<file path="config.mk">
export PLATFORM = sky130hd
export DESIGN_NAME = pc_sequencer
export DESIGN_NICKNAME = d
export VERILOG_FILES = /design/src/rtl/cpu_pkg.sv /design/src/rtl/pc_target_adder.sv /design/src/rtl/pc_sequencer.sv
export SDC_FILE = /design/constraint.sdc
export NUM_CORES = 1
export LEC_CHECK = 0
export BUFFER_PORTS_ARGS = -buffer_cell sky130_fd_sc_hd__buf_2
export CAP_MARGIN = 25
export CORE_UTILIZATION = 60
export DETAILED_ROUTE_END_ITERATION = 8
export GPL_TIMING_DRIVEN = 0
export PLACE_DENSITY = 0.91
export SYNTH_ARGS = -nofsm -noshare
export SYNTH_HDL_FRONTEND = slang
export SYNTH_SLANG_ARGS = --single-unit
export TNS_END_PERCENT = 50
</file>
<file path="constraint.sdc">
create_clock -name CLK -period 8.54 [get_ports CLK]
set_input_delay 1.281 -clock CLK [delete_from_list [all_inputs] [get_ports CLK]]
set_output_delay 1.281 -clock CLK [all_outputs]
set_load 0.01 [all_outputs]
</file>
<file path="src/rtl/cpu_pkg.sv">
// Opcodes and sequencer state encoding shared by the control unit and the PC sequencer.
package cpu_pkg;

  localparam logic [7:0] OP_J    = 8'h06;
  localparam logic [7:0] OP_BEQ  = 8'h07;
  localparam logic [7:0] OP_BNE  = 8'h0A;
  localparam logic [7:0] OP_HALT = 8'hFF;

  typedef enum logic [1:0] {
    RUN   = 2'd0,
    STALL = 2'd1,
    HALT  = 2'd2
  } state_t;

endpackage

</file>
<file path="src/rtl/pc_target_adder.sv">
// Combinational PC+4 and branch target (PC+4 + sign-extended word offset); wraps modulo 2^PC_W.
module pc_target_adder #(
  parameter int PC_W = 32
) (
  input  logic [PC_W-1:0] pc,
  input  logic [7:0]      offset,
  output logic [PC_W-1:0] pc_plus4,
  output logic [PC_W-1:0] target
);

  logic [PC_W-1:0] offset_bytes;

  assign offset_bytes = {{(PC_W-10){offset[7]}}, offset, 2'b00};
  assign pc_plus4     = pc + {{(PC_W-3){1'b0}}, 3'b100};
  assign target       = pc_plus4 + offset_bytes;

endmodule

</file>
<file path="src/rtl/pc_sequencer.sv">
// PC register, RUN/STALL/HALT sequencing, branch strobe decode and saturating redirect counter.
module pc_sequencer
  import cpu_pkg::*;
#(
  parameter int              PC_W     = 32,
  parameter logic [PC_W-1:0] RESET_PC = '0,
  parameter int              CNT_W    = 16
) (
  input  logic              CLK,
  input  logic              RESET,
  input  logic [31:0]       INSTRUCTION,
  input  logic              BUSYWAIT,
  input  logic              TAKEN,
  output logic              J,
  output logic              BEQ,
  output logic              BNEQ,
  output logic [PC_W-1:0]   PC,
  output logic              HALTED,
  output logic [CNT_W-1:0]  BRANCH_COUNT
);

  state_t          state;
  state_t          state_nxt;
  logic [7:0]      opcode;
  logic            strobe_en;
  logic            redirect;
  logic            pc_load;
  logic [PC_W-1:0] pc_plus4;
  logic [PC_W-1:0] target;

  assign opcode = INSTRUCTION[31:24];

  pc_target_adder #(.PC_W(PC_W)) u_adder (
    .pc       (PC),
    .offset   (INSTRUCTION[23:16]),
    .pc_plus4 (pc_plus4),
    .target   (target)
  );

  always_comb begin
    state_nxt = state;
    strobe_en = 1'b0;
    pc_load   = 1'b0;
    case (state)
      RUN: begin
        if (BUSYWAIT) begin
          state_nxt = STALL;
        end else if (opcode == OP_HALT) begin
          state_nxt = HALT;
        end else begin
          strobe_en = 1'b1;
          pc_load   = 1'b1;
        end
      end
      // Leaving STALL holds PC so the instruction is decoded afresh in RUN.
      STALL: begin
        if (!BUSYWAIT) state_nxt = RUN;
      end
      HALT:    state_nxt = HALT;
      default: state_nxt = RUN;
    endcase
  end

  // Strobes never look at TAKEN, keeping the external decision path loop-free.
  assign J        = strobe_en && (opcode == OP_J);
  assign BEQ      = strobe_en && (opcode == OP_BEQ);
  assign BNEQ     = strobe_en && (opcode == OP_BNE);
  assign redirect = TAKEN && (J || BEQ || BNEQ);
  assign HALTED   = (state == HALT);

  always_ff @(posedge CLK) begin
    if (RESET) begin
      state        <= RUN;
      PC           <= RESET_PC;
      BRANCH_COUNT <= '0;
    end else begin
      state <= state_nxt;
      if (pc_load) begin
        PC <= redirect ? target : pc_plus4;
      end
      if (redirect && (BRANCH_COUNT != {CNT_W{1'b1}})) begin
        BRANCH_COUNT <= BRANCH_COUNT + {{(CNT_W-1){1'b0}}, 1'b1};
      end
    end
  end

endmodule

</file>
==> results.md, run 1 <==
- Final min period: 4.61 ns
- Critical path arrival: 4.85 ns
- Instance count on the critical path: 15
- TritonCTS clock tree: done
- CTS H-tree depth: 2
- Run status: completed
- Placed cell count: 748
- Top_reg_cell synth: dfxtp_1
- Mapped cell area: 4430 um2
- Slew Limit Fails: 0
- Max frequency: 217 MHz
- Vias: 4912
- CP Buf/Inv Count: 0
- Post-synth EDFFs: 0
- CTS root buffer: clkbuf_8
- Hpwl dp: 9740 um
- CORE AREA: 6980 um2
- Die Span Y: 88.0 um
- CP max FO: 8
- Routed Antenna Nets: 0
- Leakage power: 2.24 nW
- Tcrit/Tclk final: 0.540
- Cell Chain, Critical Path: and4_1 -> nand3_1 -> nor4_2 -> nand4_1 -> xnor2_1 -> ha_1 -> nand2_1 -> nor3_1 -> and3_1 -> a22oi_1 -> a41oi_1 -> o41ai_2 -> o31ai_1 -> xnor2_1 -> a211oi_1
- Sequential share of the synthesized area: 0.217
- Cells after Synth: 582
- DR pass1 iterations: 5
- Syn Area/Cell: 7.62 um2
- Setup TNS Final: 0 ns
- Sink Count: 48
- GP Congestion: 0.962
- Yosys cell types: 64
- Fin nets: 734
- Routed WL: 13300 um
- Initial core utilization: 0.635
- Worst path most repeated cell: xnor2_1
- Slowest CP cell: nor4_2
- Worst IR Drop VDD: 0.0000687 V
- Drt via density: 6.50
- Max_slew headroom: 0.415
- Crit path kind: reg -> reg
- Drt drc: 0
- Skew-Pair Late Insertion Delay: 0.32 ns
- GRT Util Overall: 0.338
- Largest net degree at the start of global routing: 34
- Initial drt markers: 412
- Syn-to-layout area delta: 13.3%
- Number of max-cap violations: 0
- Worst Skew: 0.0111 ns
- Max clock buf depth: 2
- Final setup viols: 0
- Post-synth ARST share: 0
- Top post-synthesis cells by area: dfxtp_1 (22%), ha_1 (11%), xnor2_1 (7.3%)
- Number of global-route vias before repair: 4377
- CP endpoint kind: flip-flop
- Die width: 88.0 um
- Synth top area share: 0.217
- Initial antenna violation count: 0
- I/O pin cnt: 88
- Worst EP required: 8.77 ns
- CTS Buf Count: 5
- Final hold viol count: 0
- Port buffer count: 69
- Worst-path clk slew: 0.10 ns
- GRT overflow: 0
- Routed WL per cell: 17.6 um
- Delay-heaviest family, CP: simple AND/OR/NAND/NOR gates
- Tightest Pin Transition: 0.871 ns
- Std cell rows: 30
- Hold crit path type: reg -> reg
- Die area: 7740 um2
- Seq cells post-synth: 48
- Synth Warn #: 0
- Worst Reg-to-Reg Cells: 15
- Share of cells above drive strength 1: 0.150
- Unrepaired setup endpoints after global routing: no
- Worst Hold Margin: 0.477 ns
- Resize count post-CTS: 0
- Post-CTS setup buffers: 0
- CP max stage delay: 0.80 ns
- Post-route insts no fill: 756
- Diode count: 0
- Hold Path Depth: 1
- Critical Path Source Type: flip-flop
- Post-synth top area cell: dfxtp_1
- First-pass GRT wire length: 20400 um
- Hold-fix buffers, CTS: 0
- PD cells: 111 nW/um2
-- Yosys cell counts, drive strengths merged (3+ instances only) --
cell type / count
nor2: 63
nand2: 60
dfxtp: 48
ha: 38
xnor2: 37
a21oi: 34
o21ai: 29
nand3: 26
xor2: 26
clkbuf: 23
a21o: 20
nand4: 20
nor3: 15
a31oi: 11
and3: 11
inv: 11
a211oi: 10
and4: 7
buf: 7
o211ai: 6
a221oi: 5
a22oi: 5
a311oi: 5
or3: 5
a2111oi: 4
and2: 4
nor4: 4
o21a: 4
o22ai: 4
nand2b: 3
nor2b: 3
nor3b: 3
o21bai: 3
o31ai: 3
or4: 3
-- registers in the layout, summed over array words and instances, names as in the netlist --
name,flops
PC,30
state,2
BRANCH_COUNT,16
-- through the flow --
stage	setup slack [ns]	power (W)	instance area, um2	utilization
floorplan	4.65	0.000336	4440	-
global placement	4.02	0.000371	4900	0.702
detailed placement	3.97	0.000376	4900	0.702
CTS	4.08	0.000551	5020	0.720
global route	3.69	0.000574	5020	0.720
finish	3.93	0.000559	5020	0.720
-- cell usage in the layout (no fill, tap or decap), drive strengths merged, types with 3 or more instances in the layout --
master and instances:
nand2b 3, ha 38, nand4 20, o22ai 4, and2 4, a21o 20, clkbuf 29, nand2 60
o21ai 29, a21oi 34, o21bai 3, a311oi 5, inv 11, or3 5, or4 3, dfxtp 48
nor4 4, o211ai 6, and4 7, xor2 26, o21a 4, nor3b 3, nor3 15, a22oi 5
a2111oi 4, nor2b 3, xnor2 37, o31ai 3, and3 11, a211oi 10, nand3 26, nor2 63
a221oi 5, buf 76, a31oi 11
-- per-layer routing --
layer  track usage  up-vias  wire [um]
met1         0.437     2306       5500
li1              -     2283          -
met4         0.143        0        392
met3        0.0462       40       1180
met5             0        -          0
met2         0.561      283       6220
-- cell type report --
cell class                      count  area, um2
Tap cell                           96        120
Clock buffer                        6       82.6
Multi-Input combinational cell    494       3310
Clock inverter                      2       38.8
Timing Repair Buffer               69        345
Inverter                           11       41.3
Fill cell                         564       1960
Buffer                             30        128
Sequential cell                    48        961
-- logic make-up after synthesis --
group | synth area share
and+or+nand+nor | 0.260
AOI/OAI and AO/OA | 0.242
xor gates and xnor gates | 0.124
DFF | 0.217
buffers and inverters | 0.0381
adders and majority gates | 0.112
muxes | 0.00705
other | 0.000846
-- path summary, 6_finish.rpt --
| kind | start | slack (ns) | to |
|---|---|---|---|
| setup / recovery | PC[4] | 3.93 | PC[30] |
| hold / removal | state[1] | 0.48 | state[0] |
| hold reg to reg | state[1] | 0.48 | state[0] |
| setup reg to reg | PC[4] | 3.93 | PC[30] |
-- report_power, final --
group | internal (W) | switching (W) | total [W] | leakage (nW)
sequential | 0.000230 | 0.00000967 | 0.000239 | 0.389
clock | 0.0000959 | 0.0000875 | 0.000183 | 0.0614
combinational | 0.0000526 | 0.0000839 | 0.000136 | 1.79
total | 0.000378 | 0.000181 | 0.000559 | 2.24
Power figures use the tool's default switching activity.
==> run 2, diff against run 1 <==
--- a/config.mk
+++ b/config.mk
@@ -7,10 +7,10 @@
 export LEC_CHECK = 0
 export BUFFER_PORTS_ARGS = -buffer_cell sky130_fd_sc_hd__buf_2
 export CAP_MARGIN = 25
-export CORE_UTILIZATION = 60
+export CORE_UTILIZATION = 57
 export DETAILED_ROUTE_END_ITERATION = 8
 export GPL_TIMING_DRIVEN = 0
-export PLACE_DENSITY = 0.91
+export PLACE_DENSITY = 0.87
 export SYNTH_ARGS = -nofsm -noshare
 export SYNTH_HDL_FRONTEND = slang
 export SYNTH_SLANG_ARGS = --single-unit
==> constraint.sdc (replaced) <==
create_clock -name CLK -period 4.3 [get_ports CLK]
set_input_delay 0.645 -clock CLK [delete_from_list [all_inputs] [get_ports CLK]]
set_output_delay 0.645 -clock CLK [all_outputs]
set_load 0.01 [all_outputs]
==> results.md, run 2 (synthesis gave the netlist of run 1 again) <==
- Initial drt markers: 494
- GRT overflow: 0
- Largest net degree at the start of global routing: 34
- Routed Antenna Nets: 0
- CP max FO: 5
- Comb pwr share: 0.266
- CP endpoint kind: flip-flop
- Number of global-route vias before repair: 4801
- Final core occ: 0.699
- Post-route insts no fill: 760
- Tightest Pin Transition: 0.753 ns
- Slowest CP cell: o41ai_2
- Worst-path clk slew: 0.10 ns
- Critical path arrival: 4.30 ns
- Cell-internal power: 0.000696 W
- Drt drc: 0
- Share of power burned in registers: 0.451
- PD cells: 205 nW/um2
- Switching Power: 0.000362 W
- Routed WL per cell: 18.2 um
- Std cell rows: 31
- R2R setup slack: 0.19 ns
- Initial antenna violation count: 0
- Initial core utilization: 0.602
- Cell Chain, Critical Path: and4_4 -> nand3_1 -> nor4_4 -> buf_4 -> nand4_1 -> xnor2_1 -> ha_1 -> nand2_1 -> nor3_2 -> and3_1 -> a22oi_2 -> a41oi_1 -> o41ai_2 -> buf_4 -> xnor2_1 -> a222oi_1 -> nor2_1
- Most common cell after layout, fill and taps aside: buf_2
- Leakage power: 2.32 nW
- Share of cells above drive strength 1: 0.180
- Worst EP required: 4.48 ns
- Skew-Pair Late Insertion Delay: 0.31 ns
- Hpwl dp: 10100 um
- Worst IR Drop VDD: 0.000150 V
- Final hold viol count: 0
- Hold-fix buffers, CTS: 0
- Die Span Y: 90.2 um
- Total power: 0.00106 W
- CORE AREA: 7370 um2
- Crit path kind: reg -> reg
- Max frequency: 243 MHz
- Max_slew headroom: 0.498
- Syn-to-layout area delta: 16.1%
- Top Registers: PC (30), BRANCH_COUNT (16), state (2)
- Sink Count: 48
- Unrepaired setup endpoints after global routing: no
- Final setup margin: 0.185 ns
- Port buffer count: 69
- CTS H-tree depth: 2
- Most frequent cells in the layout: buf_2 (72), nor2_1 (62), nand2_1 (60)
- CTS root buffer: clkbuf_8
- Die width: 90.2 um
- Fin nets: 735
- Placed instance area: 4910 um2
- Net Sw Frac: 0.342
- Non-Filler Cell Area, Final: 5150 um2
- Die area: 8140 um2
- I/O pin cnt: 88
- GP Congestion: 0.963
- GRT Util Overall: 0.332
- Diode count: 0
- Routed WL: 13800 um
- CTS Buf Count: 5
- CP max stage delay: 0.50 ns
- Top reg by flops: PC
- DR pass1 iterations: 7
- Slew Limit Fails: 0
- Hold crit path type: reg -> reg
- TritonCTS clock tree: done
- Tcrit/Tclk final: 0.957
- Worst Skew: 0.00325 ns
- Vias: 4965
- Critical Path Source Type: flip-flop
- Placed cell count: 751
- Max clock buf depth: 2
- Final setup viols: 0
- First-pass GRT wire length: 22300 um
- Final min period: 4.11 ns
- Largest register FFs: 30
- Run status: completed
- Clk network pwr share: 0.284
- Fill cells: 621
- Drt via density: 6.53
- Number of max-cap violations: 0
- Pre-CTS setup slack: -0.180 ns
==> run 2: cell count changes in the layout (fill, tap and decap cells not counted), moves of 3 or more <==
| cell | before | now |
|---|---|---|
| dfxtp_2 | 0 | 3 |
| buf_4 | 3 | 6 |
| dfxtp_1 | 48 | 42 |
| dfxtp_4 | 0 | 3 |
==> run 2: final timing paths <==
path,startpoint,to,cells past startpoint
max,PC[7],PC[26],17
min,state[1],state[0],1
max reg2reg,PC[7],PC[26],17
min reg2reg,state[1],state[0],1
==> run 2: per-layer routing <==
layer / GRT usage / vias up / share of wire
li1: - / 2293 / -
met1: 0.403 / 2282 / 0.39
met2: 0.576 / 331 / 0.48
met3: 0.0415 / 59 / 0.099
met4: 0.165 / 0 / 0.037
met5: 0 / - / 0
==> run 2: stage by stage <==
step | hold slack (ns) | TNS [ns]
floorplan | 0.441 | 0
global placement | 0.449 | -0.0607
detailed placement | 0.470 | -0.310
CTS | 0.483 | 0
global route | 0.517 | 0
finish | 0.481 | 0
==> run 2: cell type report <==
type / count / area (um2) / area share
Multi-Input combinational cell: 494 / 3420 / 0.665
Buffer: 28 / 120 / 0.0233
Inverter: 11 / 41.3 / 0.00802
Sequential cell: 48 / 976 / 0.190
Tap cell: 99 / 124 / 0.0241
Clock inverter: 2 / 15.0 / 0.00292
Clock buffer: 6 / 82.6 / 0.0160
Timing Repair Buffer: 72 / 368 / 0.0714
==> run 2: worst max-delay path: cells and delay by family, from the launching register on <==
family | cells | cell delay [ns]
compound gates | 4 | 1.12
flops | 1 | 0.40
simple gates | 8 | 1.32
buf+inv | 2 | 0.37
xor+xnor | 2 | 0.42
fa+ha+maj | 1 | 0.34
==> run 2: what timing repair did <==
item / CTS / global route
setup buffers: 0 / 3
pin swaps: 2 / 4
resized for setup: 7 / 20
endpoints found under the setup margin: 4 / 7
==> run 2: power groups by stage <==
stage / clock network (W) / logic [W] / registers (W)
CTS: 0.000294 / 0.000267 / 0.000475
detailed placement: 0 / 0.000265 / 0.000485
floorplan: 0 / 0.000183 / 0.000485
finish: 0.000300 / 0.000281 / 0.000477
global placement: 0 / 0.000253 / 0.000484
global route: 0.000309 / 0.000305 / 0.000479
